File: src/rtl/mem_wb_pkg.sv
// Shared types and constants for the MEM->WB stage.
// The lane record and skid state encoding live here so the stage, the
// forwarding network and the register-file port agree on one definition.
package mem_wb_pkg;

    localparam int unsigned MAX_LANES   = 4;
    localparam int unsigned LANE_DATA_W = 32;
    localparam int unsigned LANE_REG_AW = 5;

    // Architectural zero register; writes to it are dropped.
    localparam int unsigned REG_ZERO = 0;

    // One write-back slot at the core's default widths.
    typedef struct packed {
        logic [LANE_DATA_W-1:0] wdata;
        logic [LANE_REG_AW-1:0] waddr;
        logic                   wen;
        logic                   mul_en;
    } lane_t;

    // Occupancy of the two-entry skid variant (main register, skid register).
    typedef enum logic [1:0] {
        StEmpty = 2'd0,
        StOne   = 2'd1,
        StTwo   = 2'd2
    } skid_state_e;

    function automatic logic lanes_in_range(input int unsigned lanes);
        return (lanes >= 1) && (lanes <= MAX_LANES);
    endfunction

endpackage

File: src/rtl/mem_wb_stage_n_if.sv
// MEM->WB bundle bus: upstream handshake, flush, downstream handshake and
// per-lane write-back fields. master = surrounding pipeline, slave = stage.
interface mem_wb_stage_n_if #(
    parameter int unsigned LANES  = 2,
    parameter int unsigned DATA_W = 32,
    parameter int unsigned REG_AW = 5
) ();

    logic                     mem_valid;
    logic                     mem_allowin;
    logic                     flush;
    logic                     wb_allowin;
    logic [LANES*DATA_W-1:0]  mem_wdata;
    logic [LANES*REG_AW-1:0]  mem_waddr;
    logic [LANES-1:0]         mem_wen;
    logic [LANES-1:0]         mem_mul_en;
    logic                     wb_valid;
    logic [LANES*DATA_W-1:0]  wb_wdata;
    logic [LANES*REG_AW-1:0]  wb_waddr;
    logic [LANES-1:0]         wb_wen;
    logic [LANES-1:0]         wb_mul_en;

    modport master (
        output mem_valid, flush, wb_allowin, mem_wdata, mem_waddr, mem_wen, mem_mul_en,
        input  mem_allowin, wb_valid, wb_wdata, wb_waddr, wb_wen, wb_mul_en
    );

    modport slave (
        input  mem_valid, flush, wb_allowin, mem_wdata, mem_waddr, mem_wen, mem_mul_en,
        output mem_allowin, wb_valid, wb_wdata, wb_waddr, wb_wen, wb_mul_en
    );

endinterface

File: src/rtl/mem_wb_lane_qual.sv
// Per-lane write-enable qualification for a write-back bundle: writes to r0
// are dropped, and when several lanes target the same register only the
// highest-numbered lane keeps its enable (program order within the bundle).
module mem_wb_lane_qual
    import mem_wb_pkg::*;
#(
    parameter int unsigned LANES  = 2,
    parameter int unsigned REG_AW = 5
) (
    input  logic [LANES-1:0]        wen,
    input  logic [LANES*REG_AW-1:0] waddr,
    output logic [LANES-1:0]        wen_q
);

    // A lane survives if it writes a non-zero register nobody above it also writes.
    always_comb begin
        wen_q = '0;
        for (int i = 0; i < int'(LANES); i++) begin
            wen_q[i] = wen[i] && (waddr[i*REG_AW +: REG_AW] != REG_AW'(REG_ZERO));
            for (int j = i + 1; j < int'(LANES); j++) begin
                if (wen[j] && (waddr[j*REG_AW +: REG_AW] == waddr[i*REG_AW +: REG_AW])) begin
                    wen_q[i] = 1'b0;
                end
            end
        end
    end

endmodule

File: src/rtl/mem_wb_stage_n.sv
// MEM->WB pipeline register for LANES write-back slots with valid/allowin
// handshake, flush and write-enable qualification at capture.
// Optional macro MEM_WB_SKID_EN: adds a second (skid) entry so mem_allowin
// is registered and carries no combinational path from wb_allowin.
module mem_wb_stage_n
    import mem_wb_pkg::*;
#(
    parameter int unsigned LANES  = 2,
    parameter int unsigned DATA_W = 32,
    parameter int unsigned REG_AW = 5
) (
    input logic             clk,
    input logic             rsta,
    mem_wb_stage_n_if.slave bus
);

    typedef struct packed {
        logic [LANES*DATA_W-1:0] wdata;
        logic [LANES*REG_AW-1:0] waddr;
        logic [LANES-1:0]        wen;
        logic [LANES-1:0]        mul_en;
    } bundle_t;

    logic [LANES-1:0] cap_wen;
    bundle_t          cap_b;
    bundle_t          main_q;
    logic             main_vld;
    logic             accept;

    mem_wb_lane_qual #(
        .LANES  (LANES),
        .REG_AW (REG_AW)
    ) u_lane_qual (
        .wen   (bus.mem_wen),
        .waddr (bus.mem_waddr),
        .wen_q (cap_wen)
    );

    // Bundle as it will be stored: enables already qualified.
    always_comb begin
        cap_b.wdata  = bus.mem_wdata;
        cap_b.waddr  = bus.mem_waddr;
        cap_b.wen    = cap_wen;
        cap_b.mul_en = bus.mem_mul_en;
    end

`ifdef MEM_WB_SKID_EN
    skid_state_e state_q;
    bundle_t     skid_q;
    logic        consume;

    assign bus.mem_allowin = (state_q != StTwo);
    assign main_vld        = (state_q != StEmpty);
    assign accept          = bus.mem_valid && bus.mem_allowin;
    assign consume         = main_vld && bus.wb_allowin;

    // Occupancy FSM: main feeds WB, skid catches the one bundle accepted during a stall.
    always_ff @(posedge clk) begin
        if (!rsta) begin
            state_q <= StEmpty;
            main_q  <= '0;
            skid_q  <= '0;
        end else if (bus.flush) begin
            state_q <= StEmpty;
        end else begin
            case (state_q)
                StEmpty: begin
                    if (accept) begin
                        main_q  <= cap_b;
                        state_q <= StOne;
                    end
                end
                StOne: begin
                    if (accept && consume) begin
                        main_q <= cap_b;
                    end else if (accept) begin
                        skid_q  <= cap_b;
                        state_q <= StTwo;
                    end else if (consume) begin
                        state_q <= StEmpty;
                    end
                end
                StTwo: begin
                    // mem_allowin is low here, so only a consume can happen.
                    if (consume) begin
                        main_q  <= skid_q;
                        state_q <= StOne;
                    end
                end
                default: state_q <= StEmpty;
            endcase
        end
    end
`else
    logic valid_q;

    assign main_vld        = valid_q;
    assign bus.mem_allowin = !valid_q || bus.wb_allowin;
    assign accept          = bus.mem_valid && bus.mem_allowin;

    // Single stage register: load on accept, empty on consume, flush wins over both.
    always_ff @(posedge clk) begin
        if (!rsta) begin
            valid_q <= 1'b0;
            main_q  <= '0;
        end else if (bus.flush) begin
            valid_q <= 1'b0;
        end else if (accept) begin
            valid_q <= 1'b1;
            main_q  <= cap_b;
        end else if (bus.wb_allowin) begin
            valid_q <= 1'b0;
        end
    end
`endif

    // Stale data may remain after flush; gating wen keeps it harmless.
    assign bus.wb_valid  = main_vld;
    assign bus.wb_wdata  = main_q.wdata;
    assign bus.wb_waddr  = main_q.waddr;
    assign bus.wb_wen    = main_q.wen & {LANES{main_vld}};
    assign bus.wb_mul_en = main_q.mul_en;

endmodule
File: src/flat_wrapper.sv
// flat-port wrapper written by rule: the top's interface ports become plain ports
module mem_wb_stage_n_flat import mem_wb_pkg::*;
#(
    parameter int unsigned LANES  = 2,
    parameter int unsigned DATA_W = 32,
    parameter int unsigned REG_AW = 5
)
  (clk, rsta, bus_mem_valid, bus_flush, bus_wb_allowin, bus_mem_wdata, bus_mem_waddr, bus_mem_wen, bus_mem_mul_en, bus_mem_allowin, bus_wb_valid, bus_wb_wdata, bus_wb_waddr, bus_wb_wen, bus_wb_mul_en);
  mem_wb_stage_n_if #(.LANES(LANES), .DATA_W(DATA_W), .REG_AW(REG_AW)) bus_i ();
  input logic clk;
  input logic rsta;
  input wire logic [$bits(bus_i.mem_valid)-1:0] bus_mem_valid;
  input wire logic [$bits(bus_i.flush)-1:0] bus_flush;
  input wire logic [$bits(bus_i.wb_allowin)-1:0] bus_wb_allowin;
  input wire logic [$bits(bus_i.mem_wdata)-1:0] bus_mem_wdata;
  input wire logic [$bits(bus_i.mem_waddr)-1:0] bus_mem_waddr;
  input wire logic [$bits(bus_i.mem_wen)-1:0] bus_mem_wen;
  input wire logic [$bits(bus_i.mem_mul_en)-1:0] bus_mem_mul_en;
  output wire logic [$bits(bus_i.mem_allowin)-1:0] bus_mem_allowin;
  output wire logic [$bits(bus_i.wb_valid)-1:0] bus_wb_valid;
  output wire logic [$bits(bus_i.wb_wdata)-1:0] bus_wb_wdata;
  output wire logic [$bits(bus_i.wb_waddr)-1:0] bus_wb_waddr;
  output wire logic [$bits(bus_i.wb_wen)-1:0] bus_wb_wen;
  output wire logic [$bits(bus_i.wb_mul_en)-1:0] bus_wb_mul_en;
  assign bus_i.mem_valid = bus_mem_valid;
  assign bus_i.flush = bus_flush;
  assign bus_i.wb_allowin = bus_wb_allowin;
  assign bus_i.mem_wdata = bus_mem_wdata;
  assign bus_i.mem_waddr = bus_mem_waddr;
  assign bus_i.mem_wen = bus_mem_wen;
  assign bus_i.mem_mul_en = bus_mem_mul_en;
  assign bus_mem_allowin = bus_i.mem_allowin;
  assign bus_wb_valid = bus_i.wb_valid;
  assign bus_wb_wdata = bus_i.wb_wdata;
  assign bus_wb_waddr = bus_i.wb_waddr;
  assign bus_wb_wen = bus_i.wb_wen;
  assign bus_wb_mul_en = bus_i.wb_mul_en;
  mem_wb_stage_n #(.LANES(LANES), .DATA_W(DATA_W), .REG_AW(REG_AW)) u_core (.clk(clk), .rsta(rsta), .bus(bus_i));
endmodule
File: config.mk
export PLATFORM = sky130hd
export DESIGN_NAME = mem_wb_stage_n_flat
export DESIGN_NICKNAME = d
export VERILOG_FILES = /design/src/rtl/mem_wb_pkg.sv /design/src/rtl/mem_wb_stage_n_if.sv /design/src/rtl/mem_wb_lane_qual.sv /design/src/rtl/mem_wb_stage_n.sv /design/src/flat_wrapper.sv
export SDC_FILE = /design/constraint.sdc
export NUM_CORES = 1
export LEC_CHECK = 0
export ABC_AREA = 1
export BUFFER_PORTS_ARGS = -buffer_cell sky130_fd_sc_hd__buf_2
export CAP_MARGIN = 20
export CORE_ASPECT_RATIO = 0.75
export CORE_UTILIZATION = 50
export DETAILED_ROUTE_END_ITERATION = 8
export PLACE_DENSITY = 0.85
export SLEW_MARGIN = 5
export SYNTH_ARGS = -nofsm -noshare
export SYNTH_HDL_FRONTEND = slang
export SYNTH_SLANG_ARGS = --single-unit
File: constraint.sdc
create_clock -name clk -period 1.7 [get_ports clk]
set_input_delay 0.085 -clock clk [delete_from_list [all_inputs] [get_ports clk]]
set_output_delay 0.085 -clock clk [all_outputs]
set_load 0.02 [all_outputs]
==> summary.md <==
| Metric | Value |
|---|---|
| H-tree depth | 3 |
| Crit Path Category | input port to register |
| Critical path origin | bus_flush |
| Final Skew | 9.746 ps |
| FMAX | 742.2 MHz |
| CTS Buf Count | 9 |
| Leakage power total | 2.158 nW |
| Number of cell rows | 25 |
| Die area | 7270 sq um |
| Final period utilization | 79.26% |
| Final-report hold violation count | 0 |
| Post-synthesis cell area | 3465 sq um |
| CP peak stage delay | 530 ps |
| Hpwl dp | 5.170 mm |
| Synthesized net count | 534 |
| Register area share after synthesis | 45.65% |
| Critical Path Source Type | input port |
| WP data required | 1970 ps |
| Cells after Synth | 451 |
| Crit path max fanout | 84 |
| Largest area contributor in the synthesized netlist | dfxtp_1 |
| Hold Path Class | input port to register |
| Failing checks | DRC |
| Seq. cell area | 1582 sq um |
| DRT Wirelength | 8.219 mm |
| Total power | 4.245 mW |
| Post-synth top area share | 45.65% |
| Vias per inst | 4.735 |
| EDFF count, synth | 0 |
| Core ar. | 6506 sq um |
| Switching pwr | 1.134 mW |
| Yosys warns | 0 |
| Delay-heaviest family, CP | buffers and inverters |
| Final WS setup | 352.6 ps |
| Internal Power | 3.111 mW |
| Post-Layout Cell Count | 650 |
| Sequential group share of total power | 47.9% |
| Vias in the first global route | 2927 |
| Layout cell share with drive strength beyond 1 | 32.34% |
| Switching Fraction | 26.72% |
| PortBufs | 162 |
| Slew margin rel. | 77.53% |
| Critical R2R Capture | u_core.bus.wb_waddr[8] |
| DP Cell Count | 598 |
| Bufs and invs on worst path | 4 |
| CP arrival | 1620 ps |
| Tot GR Track Use | 22.36% |
| First-pass GRT wire length | 12.99 mm |
| Largest net degree at the start of global routing | 85 |
| Status | finished, violations left |
| Area grow syn2layout | 23.40% |
| Max Cap Viol | 0 |
| Crit path time final | 1347 ps |
| Hold WS | 16.08 ps |
| Worst-Margin Slew | 337.0 ps |
| WP depth | 8 |
| Worst VDD drop | 0.4858 mV |
| Worst Reg2Reg Path Length in Cells | 6 |
| FF-to-FF Start | u_core.bus.wb_valid |
| Multi-input gate area in the final layout | 1101 sq um |
| Iter 0 DRT Violations | 134 |
| Fin. max-slew vios | 0 |
| Final Wtd Congestion | 0.7890 |
| Final setup fails | 0 |
| Antenna violations before repair | 0 |
| Clock transition at path regs | 80 ps |
| CP Capture Point | u_core.bus.wb_waddr[8] |
| DRT antenna net count | 0 |
| Most frequent cell after synthesis | nor2_1 |
| Ant. Diodes | 0 |
| Unrepaired setup endpoints after global routing | no |
| Fill cells | 566 |
| Wire per inst | 12.64 um |
| Die Span X | 98.12 um |
| Reg-to-reg slack, setup | 430 ps |
| Slowest cell on the critical path | dlygate4sd3_1 |
| Async SR Flop Fraction | 0% |
| I/O Pins | 163 |
| Synth area leaders | dfxtp_1 (46%), buf_4 (17%), nor2_1 (15%), o21ai_0 (11%), buf_6 (2.3%) |
| Pwr dens | 992.8 nW/um^2 |
| DRT Pass-1 Iters | 7 |
| TritonCTS clock tree | done |
| Critical Path Sink Type | register |
| DRC viols | 9 |
| Clock tree sinks | 79 |
| Initial cell density of the core | 53.25% |
| Syn Area/Cell | 7.682 sq um |
| CTS max path bufs | 2 |
| Setup TNS | 0 ps |
| Commonest register cell after synthesis | dfxtp_1 |
| Clk pwr share | 34.3% |
| Total grt overflow | 0 |
| Clk Latency, worst-skew pair | 330 ps |
| Yosys reg bits | 79 |
| Post-Place Worst Slack | 438.4 ps |
| Vias | 3078 |
| Final Net Count | 647 |
| Unique masters post-synth | 21 |
| Commonest cells post-synth | nor2_1 (141), dfxtp_1 (79), buf_4 (77), o21ai_0 (73), nand2_1 (19) |
| CP cell instances | dlygate4sd3_1, buf_2, nor2_4, nand2_4, inv_2, buf_12, o21ai_0, a21oi_1 |
| Root buffer cell | clkbuf_8 |
| DIE HEIGHT | 74.09 um |
| Gate power share | 17.8% |
[how the worst min path moves through the flow]
stage / from / slack (ps) / cells past startpoint / end
after floorplan: bus_flush / 160 / 1 / u_core.bus.wb_valid
after global placement: bus_flush / 310 / 2 / u_core.bus.wb_valid
after detailed placement: bus_flush / 310 / 2 / u_core.bus.wb_valid
after CTS: bus_mem_wdata[10] / 0.7 / 3 / u_core.bus.wb_wdata[10]
after global routing: bus_mem_wdata[17] / 0.9 / 3 / u_core.bus.wb_wdata[17]
final: bus_mem_wdata[11] / 20 / 3 / u_core.bus.wb_wdata[11]
[registers in the layout (all words and copies together) (netlist names)]
signal and count:
u_core.bus.wb_mul_en 2, u_core.bus.wb_valid 1, u_core.bus.wb_waddr 10, u_core.bus.wb_wdata 64, u_core.main_q 2
[worst reg2reg max path, delay by kind of cell, from the launching register on]
kind / cells / cell delay [ps]
buf+inv: 2 / 380
flops: 1 / 340
compound gates: 2 / 290
simple gates: 2 / 200
[metrics by stage]
step	util (%)	cell area, sq um
finish	65.71	4275
global route	65.71	4275
CTS	65.56	4265
detailed placement	57.02	3710
global placement	57.02	3710
floorplan	-	3465
[power groups by stage]
stage	logic, mW	registers [mW]	clock network (mW)
finish	0.753	2.04	1.46
global route	0.829	2.05	1.57
floorplan	0.592	2.07	0
global placement	0.664	2.07	0
detailed placement	0.682	2.08	0
CTS	0.745	2.03	1.50
[kinds of logic after synthesis]
logic type             synth area share [%]
and+or+nand+nor                       18.78
AOI/OAI and AO/OA                     13.00
DFF                                   45.65
buffers and inverters                 22.57
[timing repair]
item	4_1_cts	5_1_grt
hold buffers	35	1
gates resized for setup	0	0
buffers inserted	0	0
endpoints found under the setup margin	0	0
hold endpoints to repair	35	1
[layout make-up]
cell class / count / share of cell area [%]
Clock buffer: 12 / 3.161
Clock inverter: 4 / 1.639
Inverter: 16 / 1.405
Multi-Input combinational cell: 256 / 25.75
Sequential cell: 79 / 36.99
Tap cell: 81 / 2.370
Timing Repair Buffer: 202 / 28.68
[metal layers]
| metal | wire (um) | GRT usage (%) | up-vias | part of all wire, % |
|---|---|---|---|---|
| met4 | 87 | 9.091 | 0 | 1.1 |
| met1 | 3403 | 25.42 | 1392 | 41 |
| met5 | 0 | 0 | - | 0 |
| li1 | - | - | 1567 | - |
| met2 | 4310 | 40.61 | 109 | 52 |
| met3 | 418 | 6.203 | 10 | 5.1 |
[layout by cell type, fill, tap and decap left out, drive strengths merged]
| master | n |
|---|---|
| buf | 166 |
| nand2 | 21 |
| o21ai | 76 |
| clkbuf | 12 |
| a21oi | 11 |
| clkinv | 2 |
| nand3 | 2 |
| inv | 16 |
| dlygate4sd3 | 36 |
| o211ai | 1 |
| bufinv | 2 |
| nor2 | 142 |
| a211oi | 1 |
| dfxtp | 79 |
| nor4 | 1 |
| nor3 | 1 |
(Power assumes the default switching activity.)
